--- src/rtl/seqdet_pkg.sv ---
// Shared constants, width helpers and the length mask used by the
// programmable serial sequence detector.
package seqdet_pkg;

  localparam int SEQDET_MASK_W = 32;

  localparam logic [7:0] SEQDET_DEFAULT_PATTERN = 8'b0000_1011;
  localparam int         SEQDET_DEFAULT_LEN     = 4;
  localparam bit         SEQDET_DEFAULT_OVERLAP = 1'b0;

  typedef enum logic {
    OVL_OFF = 1'b0,
    OVL_ON  = 1'b1
  } overlap_e;

  // Width able to hold 0..max_len.
  function automatic int len_width(input int max_len);
    return $clog2(max_len + 1);
  endfunction

  // Width able to hold 0..max_len-1 (history depth).
  function automatic int fill_width(input int max_len);
    return (max_len <= 2) ? 1 : $clog2(max_len);
  endfunction

  // Right-aligned mask with the low len bits set.
  function automatic logic [SEQDET_MASK_W-1:0] len_mask(input int unsigned len);
    logic [SEQDET_MASK_W-1:0] m;
    m = '0;
    for (int unsigned i = 0; i < SEQDET_MASK_W; i++) begin
      if (i < len) m[i] = 1'b1;
    end
    return m;
  endfunction

endpackage

--- src/rtl/seqdet_sat_cnt.sv ---
// Saturating up-counter: increments on inc, sticks at all-ones.
module seqdet_sat_cnt #(
  parameter int W = 8
) (
  input  logic         clk,
  input  logic         reset,
  input  logic         inc,
  output logic [W-1:0] count
);

  always_ff @(posedge clk or negedge reset) begin
    if (!reset) begin
      count <= '0;
    end else if (inc && (count != '1)) begin
      count <= count + 1'b1;
    end
  end

endmodule

--- src/rtl/seqdet_mealy_prog.sv ---
// Run-time programmable Mealy sequence detector with zero-latency match
// output, overlap/non-overlap modes and a saturating match counter.
module seqdet_mealy_prog
  import seqdet_pkg::*;
#(
  parameter int                 MAX_LEN         = 8,
  parameter int                 CNT_W           = 8,
  parameter logic [MAX_LEN-1:0] DEFAULT_PATTERN = MAX_LEN'(SEQDET_DEFAULT_PATTERN),
  parameter int                 DEFAULT_LEN     = SEQDET_DEFAULT_LEN,
  parameter bit                 DEFAULT_OVERLAP = SEQDET_DEFAULT_OVERLAP
) (
  input  logic                             clk,
  input  logic                             reset,
  input  logic                             in_valid,
  input  logic                             w,
  input  logic                             cfg_load,
  input  logic [MAX_LEN-1:0]               cfg_pattern,
  input  logic [len_width(MAX_LEN)-1:0]    cfg_len,
  input  logic                             cfg_overlap,
  output logic                             z,
  output logic [CNT_W-1:0]                 match_count,
  output logic [fill_width(MAX_LEN)-1:0]   fill
);

  localparam int LEN_W  = len_width(MAX_LEN);
  localparam int FILL_W = fill_width(MAX_LEN);
  localparam logic [FILL_W-1:0] FILL_MAX = FILL_W'(MAX_LEN - 1);
  localparam logic [LEN_W-1:0]  LEN_MAX  = LEN_W'(MAX_LEN);

  // Stream handshake: w is consumed on any rising edge where in_valid is
  // high and cfg_load is low; there is no backpressure. cfg_load wins.

  logic [MAX_LEN-2:0]  hist, hist_next;
  logic [FILL_W-1:0]   fill_next;
  logic [MAX_LEN-1:0]  pattern, pattern_next;
  logic [LEN_W-1:0]    len, len_next;
  overlap_e            overlap, overlap_next;

  logic [MAX_LEN-1:0]  window;
  logic [MAX_LEN-1:0]  mask;
  logic                fill_ok;
  logic                match;

  always_comb begin
    window  = {hist, w};
    mask    = MAX_LEN'(len_mask(32'(len)));
    // fill >= len-1 written without a subtraction that could underflow.
    fill_ok = (32'(fill) + 32'd1) >= 32'(len);
    match   = in_valid && !cfg_load && (len != '0) && fill_ok &&
              (((window ^ pattern) & mask) == '0);
  end

  // Registers are already cleared during reset; gating keeps z quiet too.
  assign z = match && reset;

  always_comb begin
    hist_next    = hist;
    fill_next    = fill;
    pattern_next = pattern;
    len_next     = len;
    overlap_next = overlap;
    if (cfg_load) begin
      pattern_next = cfg_pattern;
      len_next     = (cfg_len > LEN_MAX) ? LEN_MAX : cfg_len;
      overlap_next = overlap_e'(cfg_overlap);
      fill_next    = '0;
    end else if (in_valid) begin
      hist_next = window[MAX_LEN-2:0];
      if (match && (overlap == OVL_OFF)) begin
        fill_next = '0;
      end else if (fill != FILL_MAX) begin
        fill_next = fill + 1'b1;
      end
    end
  end

  always_ff @(posedge clk or negedge reset) begin
    if (!reset) begin
      hist    <= '0;
      fill    <= '0;
      pattern <= DEFAULT_PATTERN;
      len     <= LEN_W'(DEFAULT_LEN);
      overlap <= overlap_e'(DEFAULT_OVERLAP);
    end else begin
      hist    <= hist_next;
      fill    <= fill_next;
      pattern <= pattern_next;
      len     <= len_next;
      overlap <= overlap_next;
    end
  end

  seqdet_sat_cnt #(
    .W(CNT_W)
  ) u_match_cnt (
    .clk  (clk),
    .reset(reset),
    .inc  (match),
    .count(match_count)
  );

endmodule

--- config.mk ---
export PLATFORM = sky130hd
export DESIGN_NAME = seqdet_mealy_prog
export DESIGN_NICKNAME = d
export VERILOG_FILES = /design/src/rtl/seqdet_pkg.sv /design/src/rtl/seqdet_sat_cnt.sv /design/src/rtl/seqdet_mealy_prog.sv
export SDC_FILE = /design/constraint.sdc
export NUM_CORES = 1
export LEC_CHECK = 0
export ABC_AREA = 1
export CORE_ASPECT_RATIO = 1.2
export CORE_MARGIN = 2
export CORE_UTILIZATION = 52
export CTS_CLUSTER_SIZE = 8
export DETAILED_ROUTE_END_ITERATION = 8
export GPL_TIMING_DRIVEN = 0
export PLACE_DENSITY_LB_ADDON = 0.25
export SLEW_MARGIN = 20
export SYNTH_ARGS = -nofsm -noshare
export SYNTH_HDL_FRONTEND = slang
export SYNTH_HIERARCHICAL = 1
export SYNTH_SLANG_ARGS = --single-unit
--- constraint.sdc ---
create_clock -name clk -period 3.2 [get_ports clk]
set_clock_uncertainty 0.1 [all_clocks]
set_input_delay 0.32 -clock clk [delete_from_list [all_inputs] [get_ports clk]]
set_output_delay 0.32 -clock clk [all_outputs]
set_load 0.005 [all_outputs]
==> results.txt <==
* Highest attainable clock frequency: 339 MHz
* Remaining antenna violation count after routing: 0
- Power Density: 428 nW/um2
- Count of flip-flops with a built-in enable after synthesis: 0
- Clock buffer count from CTS: 5
* Global-route usage over all layers: 20.4%
- Number of instances resized during post-cts repair: 0
* Violated checks: negative hold slack
- Count of different cell masters after synthesis: 28
- The region available for standard cell placement spans 3310 um2.
* Warning count from the yosys run: 6
- Placement row count: 23
- Routed via count: roughly 1,500
- Start of the worst register-to-register path: fill[0]
* Highest fanout seen on the critical path: 5
- At the end of routability-driven placement, the weighted congestion stood at about 0.82.
* Total inserted antenna cells: 0
- Combined area of all synthesized cells: around 1800 um2
* Cell with the most instances after synthesis: sky130_fd_sc_hd__nand2_1
* Main flop type after synthesis: sky130_fd_sc_hd__dfrtp_1
- Launching element type of the critical path: flip-flop
- The number of nets handed over by synthesis was between 200 and 300.
* Final max-slew violation count: 0
- TritonCTS built the clock tree.
- Final layout net count: 292
- After synthesis, flip-flops and latches occupy between 40% and 50% of the total area.
- After detailed routing, the number of vias per cell comes to 4.95.
- In the post-route analysis, the smallest setup slack over all paths is 0.249 ns.
* Critical Path Source: fill[0]
* Type of the worst setup path: flip-flop to primary output
- Count of unresolved DRC violations after routing: 0
* Worst reg2reg endpoint: u_match_cnt/count[7]
- STA classifies the critical path endpoint as a primary output.
- Destination of the critical timing path: z
- Path type of the worst min-delay path: input port to asynchronous set/reset pin
- After synthesis, the share of flip-flops with an asynchronous set or reset is 100%.
* Peak supply drop: 0.000390 V
- Entering global routing, the biggest net connects 33 pins.
- Library cell with the largest summed area after synthesis: sky130_fd_sc_hd__dfrtp_1
* CTS H-tree depth: 2
- Leak Pwr: 1.07 nW
- Master cell of the clock root buffer: sky130_fd_sc_hd__clkbuf_8
* Worst Reg-to-Reg Cells: 14
- Compared with the post-synthesis result, the final layout area differs by 23.6%.
- Synthesized flop and latch total: 31
* Final HPWL DP: 2510 um
- Final setup vio count: 0
* Worst setup slack before clock tree synthesis: 0.545 ns
- For flop-to-flop paths, the worst setup slack is 0.69 ns.
- Sorting the synthesized cells by area gives the leading types as sky130_fd_sc_hd__dfrtp_1, sky130_fd_sc_hd__nand2_1, sky130_fd_sc_hd__dfstp_2.
* Time the final worst path needs with I/O delays and setup: 2.95 ns
* Proportion of layout cells with a drive suffix above 1: between 10% and 20%
* Most frequent cells after synthesis: sky130_fd_sc_hd__nand2_1, sky130_fd_sc_hd__dfrtp_1, sky130_fd_sc_hd__inv_1, sky130_fd_sc_hd__nor2_1, sky130_fd_sc_hd__o21ai_0
* Setup repair after global routing missed its margin: no
- For this design the top-level I/O count stands at 30.
* Average size of a mapped cell: 7.71 um2
- Global routing finished with a remaining overflow of 0.
- Number of global-route vias before repair: 1,429
- In this run the vertical extent of the chip is between 60 and 70 um.
* # clock sinks: 31
* Number of instances in the synthesized netlist: around 230
- Setup TNS: 0 ns
* Clock transition at the registers of the reported paths: 0.07 ns
- Number of setup buffers added after CTS: 0
* Top-area cell type share of the netlist area: 37.9%
* Clock buffer depth: 2
- Arrival time at the worst endpoint: roughly 2.5 ns
- After detailed routing, the average wire length per cell comes to roughly 11 um.
* Port-buffer cells: 29
- The tightest hold path in the finished design has a slack of -0.0286 ns.
* Antenna violations before repair: 0
* First-pass GRT wire length: 5990 um
- Starting utilization of the core area: a little over half
* Total Wirelength: 3440 um
* Clock insertion delay at the later pin of the skew report: 0.29 ns
- For the worst setup path, the data required time is 2.78 ns.
- In this run the tightest slew margin relative to its limit is 52.9%.
- The number of hold-slack violations in the final timing report came to 27.
- Run status: finished with violations
* Ratio of final minimum period to clock period: 92.2%
- Area of the die: just under 4000 um2
- Die width: 57.4 um
* Actual slew at the worst max-slew pin: 0.706 ns
* Number of buffers inserted for hold repair after clock tree synthesis: 0
- Initial DRC Count: 63
* Number of max-capacitance violations reported: 0
- The pre-antenna-repair detailed-routing pass consisted of 4 iterations.
-- state kept, by name, summed over array words and instances, names as in the netlist --
name and cells:
pattern 8, fill 3, hist 7, len 4
overlap 1, u_match_cnt/count 8
-- worst min-delay path by stage --
| stage | endpoint | start | cells past startpoint | slack [ns] |
|---|---|---|---|---|
| 3_5_place_dp | len[0] | reset | 1 | 0.32 |
| 3_3_place_gp | pattern[3] | pattern[3] | 2 | 0.37 |
| 6_report | fill[2] | reset | 1 | -0.03 |
| 4_1_cts | pattern[7] | reset | 1 | 0.007 |
| 2_1_floorplan | fill[0] | reset | 0 | -0.08 |
| 5_1_grt | overlap | reset | 1 | 0.03 |
-- kinds of logic (layout without fill, tap and decap cells) --
| kind of cell | count (synthesis) | count (layout) | share of synthesized area, % |
|---|---|---|---|
| AND/OR/NAND/NOR | 133 | 133 | 35.0 |
| buffers and inverters | 35 | 72 | 7.73 |
| flip-flops | 31 | 31 | 43.8 |
| AO/OA/AOI/OAI | 22 | 22 | 7.02 |
| adder cells (fa/ha/maj) | 7 | 7 | 4.92 |
| XOR/XNOR | 3 | 3 | 1.47 |
-- routing by layer --
metal  up-vias  share of wire, %  wire length (um)  track usage, %
li1        789                 -                 -               -
met1       680                46              1600            24.0
met2        32                46              1590            33.7
met3         8               4.6               158            6.05
met4         0               2.8                96            10.5
met5         -                 0                 0               0
-- cell usage in the layout (no fill, tap or decap), drive strengths merged --
| cell | count |
|---|---|
| a21oi | 6 |
| a22o | 1 |
| nor3 | 1 |
| dfrtp | 27 |
| clkinvlp | 2 |
| dfstp | 4 |
| nand2 | 96 |
| nand4 | 4 |
| clkbuf | 7 |
| clkdlybuf4s50 | 28 |
| xor2 | 1 |
| clkinv | 1 |
| nand3 | 10 |
| ha | 7 |
| nor3b | 1 |
| xnor2 | 2 |
| inv | 32 |
| nor2 | 21 |
| o21ai | 15 |
| buf | 2 |
-- critical path, stage by stage, from the launching register on --
cell	delay (ns)
sky130_fd_sc_hd__dfrtp_1	0.42
sky130_fd_sc_hd__ha_1	0.22
sky130_fd_sc_hd__ha_1	0.29
sky130_fd_sc_hd__ha_1	0.28
sky130_fd_sc_hd__nand2_1	0.05
sky130_fd_sc_hd__inv_1	0.05
sky130_fd_sc_hd__nand2_1	0.08
sky130_fd_sc_hd__a21oi_4	0.14
sky130_fd_sc_hd__nand3_1	0.13
sky130_fd_sc_hd__nor2_1	0.10
sky130_fd_sc_hd__clkdlybuf4s50_1	0.50
-- cell type report --
type,instances,area [um2]
Buffer,3,15.0
Sequential cell,31,781
Tap cell,37,46.3
Clock buffer,5,68.8
Timing Repair Buffer,29,285
Fill cell,289,1110
Inverter,32,123
Clock inverter,3,20.0
Multi-Input combinational cell,165,863
-- per-stage QoR --
step	instance area, um2	util (%)	total power, mW	std cells
2_1_floorplan	1780	-	0.574	231
3_3_place_gp	2120	64.0	0.637	297
3_5_place_dp	2110	63.9	0.641	297
4_1_cts	2200	66.5	0.951	305
5_1_grt	2200	66.5	0.995	305
6_report	2200	66.5	0.943	305
-- power by group --
group / total, mW / internal, mW / switching, mW
sequential: 0.461 / 0.430 / 0.0306
clock: 0.311 / 0.151 / 0.160
combinational: 0.172 / 0.0764 / 0.0952
Power figures use the tool's default switching activity.
